### config.mk
export PLATFORM = sky130hd
export DESIGN_NAME = nthband_param_sequencer
export DESIGN_NICKNAME = d
export VERILOG_FILES = /design/src/rtl/nthband_param_sequencer.sv
export SDC_FILE = /design/constraint.sdc
export NUM_CORES = 1
export LEC_CHECK = 0
export BUFFER_PORTS_ARGS = -buffer_cell sky130_fd_sc_hd__buf_2
export CAP_MARGIN = 30
export CORE_MARGIN = 3
export CORE_UTILIZATION = 57
export DETAILED_ROUTE_END_ITERATION = 10
export GPL_TIMING_DRIVEN = 0
export HOLD_SLACK_MARGIN = 0.05
export PLACE_DENSITY_LB_ADDON = 0.2
export SETUP_SLACK_MARGIN = 0.15
export SLEW_MARGIN = 25
export SYNTH_ARGS = -nofsm -noshare
export SYNTH_HDL_FRONTEND = slang
export SYNTH_SLANG_ARGS = --single-unit
### constraint.sdc
create_clock -name clk -period 5.51 [get_ports clk]
set_input_delay 1.102 -clock clk [delete_from_list [all_inputs] [get_ports clk]]
set_output_delay 1.102 -clock clk [all_outputs]
set_load 0.01 [all_outputs]
### src/rtl/nthband_param_sequencer.sv
// Per-block parameter scheduler for the nth-band predictor: joins one
// alpha/xmean/xhatmean triple, then replays each value 2^BLOCK_SIZE_LOG times.
module nthband_param_sequencer #(
  parameter int unsigned DATA_WIDTH     = 16,
  parameter int unsigned ALPHA_WIDTH    = 10,
  parameter int unsigned BLOCK_SIZE_LOG = 8
) (
  input  logic                   clk,
  input  logic                   rst,
  input  logic                   alpha_in_valid,
  output logic                   alpha_in_ready,
  input  logic [ALPHA_WIDTH-1:0] alpha_in_data,
  input  logic                   xmean_in_valid,
  output logic                   xmean_in_ready,
  input  logic [DATA_WIDTH-1:0]  xmean_in_data,
  input  logic                   xhatmean_in_valid,
  output logic                   xhatmean_in_ready,
  input  logic [DATA_WIDTH-1:0]  xhatmean_in_data,
  output logic                   alpha_valid,
  input  logic                   alpha_ready,
  output logic [ALPHA_WIDTH-1:0] alpha_data,
  output logic                   alpha_last,
  output logic                   xmean_valid,
  input  logic                   xmean_ready,
  output logic [DATA_WIDTH-1:0]  xmean_data,
  output logic                   xmean_last,
  output logic                   xhatmean_valid,
  input  logic                   xhatmean_ready,
  output logic [DATA_WIDTH-1:0]  xhatmean_data,
  output logic                   xhatmean_last,
  output logic                   block_done
);

  localparam int unsigned     CW       = BLOCK_SIZE_LOG + 1;
  localparam logic [CW-1:0]   N_CNT    = CW'(1) << BLOCK_SIZE_LOG;
  localparam logic [CW-1:0]   LAST_CNT = N_CNT - CW'(1);

  typedef enum logic {LOAD, EMIT} state_t;

  state_t                 state;
  logic [CW-1:0]          cnt    [3];
  logic [CW-1:0]          cnt_nx [3];
  logic [2:0]             hs;
  logic [2:0]             valid_q;
  logic [2:0]             last_q;
  logic                   all_done;
  logic                   join_all;
  logic                   in_ready;
  logic [ALPHA_WIDTH-1:0] alpha_q;
  logic [DATA_WIDTH-1:0]  xmean_q;
  logic [DATA_WIDTH-1:0]  xhatmean_q;

  assign join_all = alpha_in_valid & xmean_in_valid & xhatmean_in_valid;
  // Gated by rst so no source sees ready while the block is held in reset.
  assign in_ready = (state == LOAD) & join_all & ~rst;

  assign alpha_in_ready    = in_ready;
  assign xmean_in_ready    = in_ready;
  assign xhatmean_in_ready = in_ready;

  assign hs = valid_q & {xhatmean_ready, xmean_ready, alpha_ready};

  always_comb begin
    all_done = 1'b1;
    for (int unsigned i = 0; i < 3; i++) begin
      cnt_nx[i] = cnt[i] + CW'(hs[i]);
      if (cnt_nx[i] != N_CNT) all_done = 1'b0;
    end
  end

  always_ff @(posedge clk or posedge rst) begin
    if (rst) begin
      state      <= LOAD;
      for (int unsigned i = 0; i < 3; i++) cnt[i] <= '0;
      valid_q    <= '0;
      last_q     <= '0;
      alpha_q    <= '0;
      xmean_q    <= '0;
      xhatmean_q <= '0;
      block_done <= 1'b0;
    end else begin
      block_done <= 1'b0;
      case (state)
        LOAD: begin
          if (join_all) begin
            alpha_q    <= alpha_in_data;
            xmean_q    <= xmean_in_data;
            xhatmean_q <= xhatmean_in_data;
            for (int unsigned i = 0; i < 3; i++) cnt[i] <= '0;
            valid_q    <= '1;
            last_q     <= {3{LAST_CNT == '0}};
            state      <= EMIT;
          end
        end
        EMIT: begin
          // valid/last are registered from the next count so they stay glitch-free
          for (int unsigned i = 0; i < 3; i++) begin
            cnt[i]     <= cnt_nx[i];
            valid_q[i] <= (cnt_nx[i] < N_CNT);
            last_q[i]  <= (cnt_nx[i] == LAST_CNT);
          end
          if (all_done) begin
            state      <= LOAD;
            block_done <= 1'b1;
          end
        end
        default: state <= LOAD;
      endcase
    end
  end

  assign alpha_valid    = valid_q[0];
  assign xmean_valid    = valid_q[1];
  assign xhatmean_valid = valid_q[2];
  assign alpha_last     = last_q[0];
  assign xmean_last     = last_q[1];
  assign xhatmean_last  = last_q[2];
  assign alpha_data     = alpha_q;
  assign xmean_data     = xmean_q;
  assign xhatmean_data  = xhatmean_q;

endmodule

Word-level counts from Yosys, hierarchy flattened

Index checks and enable logic that the tools add are counted.

Bits in registers: 77
Input port bits: 50
Output and inout port bits: 52

Add/subtract/negate cells: 3
Magnitude comparators: 3
Equality and inequality tests: 7
Mux-type cells: 14
Bitwise gates (word level): 7
Reduce and logical (&&, ||, !) cells: 1

Operator list:

| cell                                                             | number |
|---|---|
| 27-bit case mux with 2 select lines                              | 1 |
| 9-bit by 1-bit adder with 9-bit output                           | 3 |
| 9-bit by 8-bit == test with 1-bit output (second input constant) | 3 |
| 9-bit less-than comparator (second input constant)               | 3 |
| 27-bit 2-to-1 mux                                                | 1 |
| 9-bit != test (second input constant)                            | 3 |
| 3-bit case mux with 2 select lines                               | 2 |
| 1-bit 2-to-1 mux                                                 | 7 |
| 3-bit 2-to-1 mux                                                 | 2 |
| 1-bit bitwise AND                                                | 4 |
| 3-bit bitwise AND                                                | 1 |
| 2-bit != test (second input constant)                            | 1 |
| 1-bit NOT                                                        | 2 |
| 1-bit case mux with 2 select lines                               | 1 |
| 2-bit AND reduction                                              | 1 |

Depth between registers and ports, before layout

Depth in word-level cells: 8
Mapped depth: 9
Gate-level depth less buffers: 8

Least setup slack after synthesis

Ideal clock, no wire load.

Kind: input-to-output
From: input port xhatmean_in_valid
To: output port xhatmean_in_ready
Data arrival time: 2.063 ns
Required time: 4.408 ns
Slack: 2.345 ns
Stages: 6
Cells stage by stage: nand3_1 nand2b_1 clkbuf_1 buf_2 nor2_1 buf_4

Word-level cells in the longest chain between the ends: 3

Ends and longest elaborated chain:

| what                           | RTL line | RTL |
|---|---|---|
| start, declared                | 16       | `input logic xhatmean_in_valid,` |
| 1-bit bitwise AND              | 53       | `assign join_all = alpha_in_valid & xmean_in_valid & xhatmean_in_valid;` |
| 1-bit bitwise AND (2 in a row) | 55       | `assign in_ready = (state == LOAD) & join_all & ~rst;` |
| end, declared                  | 17       | `output logic xhatmean_in_ready,` |

No other way between the ends.

Final worst setup path

From: input port alpha_in_valid
To: output port xhatmean_in_ready

Word-level cells in the longest chain between the ends: 4

Ends and longest elaborated chain:

| what                           | RTL line | RTL |
|---|---|---|
| start, declared                | 10       | `input logic alpha_in_valid,` |
| 1-bit bitwise AND (2 in a row) | 53       |  |
| 1-bit bitwise AND (2 in a row) | 55       |  |

No other way between the ends.

==> results.md <==
- Outcome: finished clean
- Cell Pwr Density: 338 nW/um^2
- DRC viols: 0
- Hold Crit Class: flop to flop
- Design Area, Final: 4720 um^2
- Syn_area_per_cell: 11.0 um^2
- Sequential area share after synthesis: 50.0%
- Clk network pwr share: 30.6%
- Highest clock rate: 287 MHz
- Die area: 7790 um^2
- WL met1: 3670 um
- Number of synthesis warnings: 0
- Most common cell after layout, fill and taps aside: buf_2
- Clock Latency Late Sink: 0.35 ns
- Gr ovfl total: 0
- Final Hold Viols: 0
- Core Region: 6460 um^2
- Slew HR: 61.4%
- CTS buffer count: 9
- TritonRoute pass-1 iters: 4
- Clock Tree Root: clkbuf_8
- Syn Nets: 409
- Die W: 88.3 um
- CTS max path bufs: 2
- First-pass GRT wire length: 13,800 um
- Final Cycle Share: 63.3%
- Seq cells post-synth: 77
- Max Used Layer: met4
- CP max FO: 10
- Number of global-route vias before repair: 3,004
- Post-cts sizing count: 0
- Switching Fraction: 32.0%
- WL met3: 506 um
- CTS tree: yes
- Post-CTS Hold Fix Bufs: 0
- Setup Buffers After CTS: 0
- Most common flop cell mapped by yosys: dfrtp_1
- Area growth from synthesis to layout: 22.4%
- H-tree depth: 3
- Gate power share: 25.2%
- Worst-path clk slew: 0.08 ns
- Initial DRC count: 165
- Placed cell count: 530
- Non-Filler Instances: 546
- Height of the die: 88.3 um
- Routed WL per cell: 16.0 um
- Routed vias/inst: 5.70
- Worst EP arrival: 2.39 ns
- Post-DP HPWL: 6300 um
- Layout cell share with drive strength beyond 1: 39.7%
- Io pins: 102
- CP Data Required Time: 4.41 ns
- Cells after synthesis: 351
- Max cap viols: 0
- Commonest cells after routing, fill and taps aside: buf_2 (107), dfrtp_1 (77), mux2_2 (43), nand2_1 (39), o21ai_0 (27)
- Met2 routed WL: 4400 um
- Nets: 522
- Setup Skew: 0.0121 ns
- Kind of critical path: input pin to output port
- Yosys cell types: 43
- Hold Slack: 0.504 ns
- Fin Setup TNS: 0 ns
- Port bufs: 101
- Starting Density: 59.7%
- Ys async rst share: 100%
- EDFF count, synth: 0
- Critical path launch point type: input pin
- Vias: 3,113
- Peak VDD IR: 0.000250 V
- Int Pwr: 0.00108 W
- Row count: 29
- Syn Std Cell Area: 3860 um^2
- Slew Limit Fails: 0
- Worst Setup End Kind: output port
- Lkg Pwr: 2.41 nW
- RSZ-0062 raised after global routing: no
- Dpl cell area: 4490 um^2
- Clock sink count: 77
- Antenna violations before repair: 0
- Number of antenna diodes: 0
- Total Routing Usage GR: 22.6%
- Number of antenna-violating nets in the routed design: 0
- Largest net degree at the start of global routing: 53
- Routability congestion estimate: 0.837
- Drt total wl: 8730 um
- P_sw: 0.000510 W
- Worst-Margin Slew: 0.579 ns
- Reg power frac: 44.2%
- Post-layout min period: 3.49 ns
- Setup violators final: 0
## power groups by stage
stage | Combinational [W] | Clock, W | Sequential (W)
floorplan | 0.000309 | 0 | 0.000696
global placement | 0.000381 | 0 | 0.000708
detailed placement | 0.000396 | 0 | 0.000712
CTS | 0.000399 | 0.000495 | 0.000702
global route | 0.000446 | 0.000522 | 0.000714
finish | 0.000401 | 0.000489 | 0.000704
## critical path: stages
cell	delay, ns
buf_2	0.11
nand3_1	0.09
nand2b_1	0.10
clkbuf_1	0.31
buf_2	0.31
nor2_1	0.10
buf_4	0.14
buf_2	0.13
## final timing paths
| check | start | endpoint | slack (ns) | cells after the start |
|---|---|---|---|---|
| worst max-delay path | alpha_in_valid | xhatmean_in_ready | 2.02 | 8 |
| worst min-delay path | alpha_data[0] | alpha_data[0] | 0.50 | 1 |
| worst max register to register | valid_q[2] | state | 3.09 | 9 |
| worst min register to register | alpha_data[0] | alpha_data[0] | 0.50 | 1 |
| min in group asynchronous | rst | alpha_data[8] | 0.74 | 2 |
| max in group asynchronous | rst | cnt[16] | 4.21 | 3 |
## flip-flops by register name (all words and copies together) (netlist names)
name and flops:
xmean_data 16, cnt 27, xhatmean_data 16, valid_q 3, state 1, last_q 3
block_done 1, alpha_data 10
## Yosys cell counts (all sizes together) (4+ instances only)
master	n	share of area, %
a22o	7	1.6
ha	8	2.6
xnor2	6	1.4
nor2	15	1.5
nor3	6	0.78
xor2	12	2.7
nand3b	5	0.97
o31ai	6	1.2
and2	4	0.65
dfrtp	77	50
nand3	14	1.9
inv	6	0.58
a31oi	6	0.97
clkbuf	10	1.5
nand4	9	1.5
nand2	39	3.8
buf	18	3.7
nor4	4	0.81
mux2	43	13
o21ai	27	3.5
## per-layer routing
metal / vias to the layer above / GRT usage [%]
li1: 1474 / -
met1: 1507 / 29.6
met2: 113 / 37.4
met3: 19 / 4.19
met4: 0 / 9.07
met5: - / 0
## area by class of cell
cell class	instances	area (um^2)
Buffer	28	200
Clock buffer	10	138
Clock inverter	6	95.1
Fill cell	477	1740
Inverter	6	25.0
Multi-Input combinational cell	240	1710
Sequential cell	77	1930
Tap cell	77	96.3
Timing Repair Buffer	102	533
## metrics by stage
stage	power (W)	setup WS, ns	util, %
final	0.00159	2.02	73.1
after global routing	0.00168	1.90	73.1
after CTS	0.00160	2.00	73.1
after detailed placement	0.00111	2.00	69.5
after global placement	0.00109	1.54	69.0
after floorplan	0.00101	2.34	-
## cells by family (layout without fill, tap and decap cells)
kind of cell,Yosys count,count (layout),synth area share [%]
buf+inv,34,152,5.78
compound gates,65,65,11.4
flops,77,77,50.0
fa+ha+maj,8,8,2.60
mux,43,43,12.6
simple gates,106,106,13.7
xor+xnor,18,18,4.09
(Power assumes the default switching activity.)
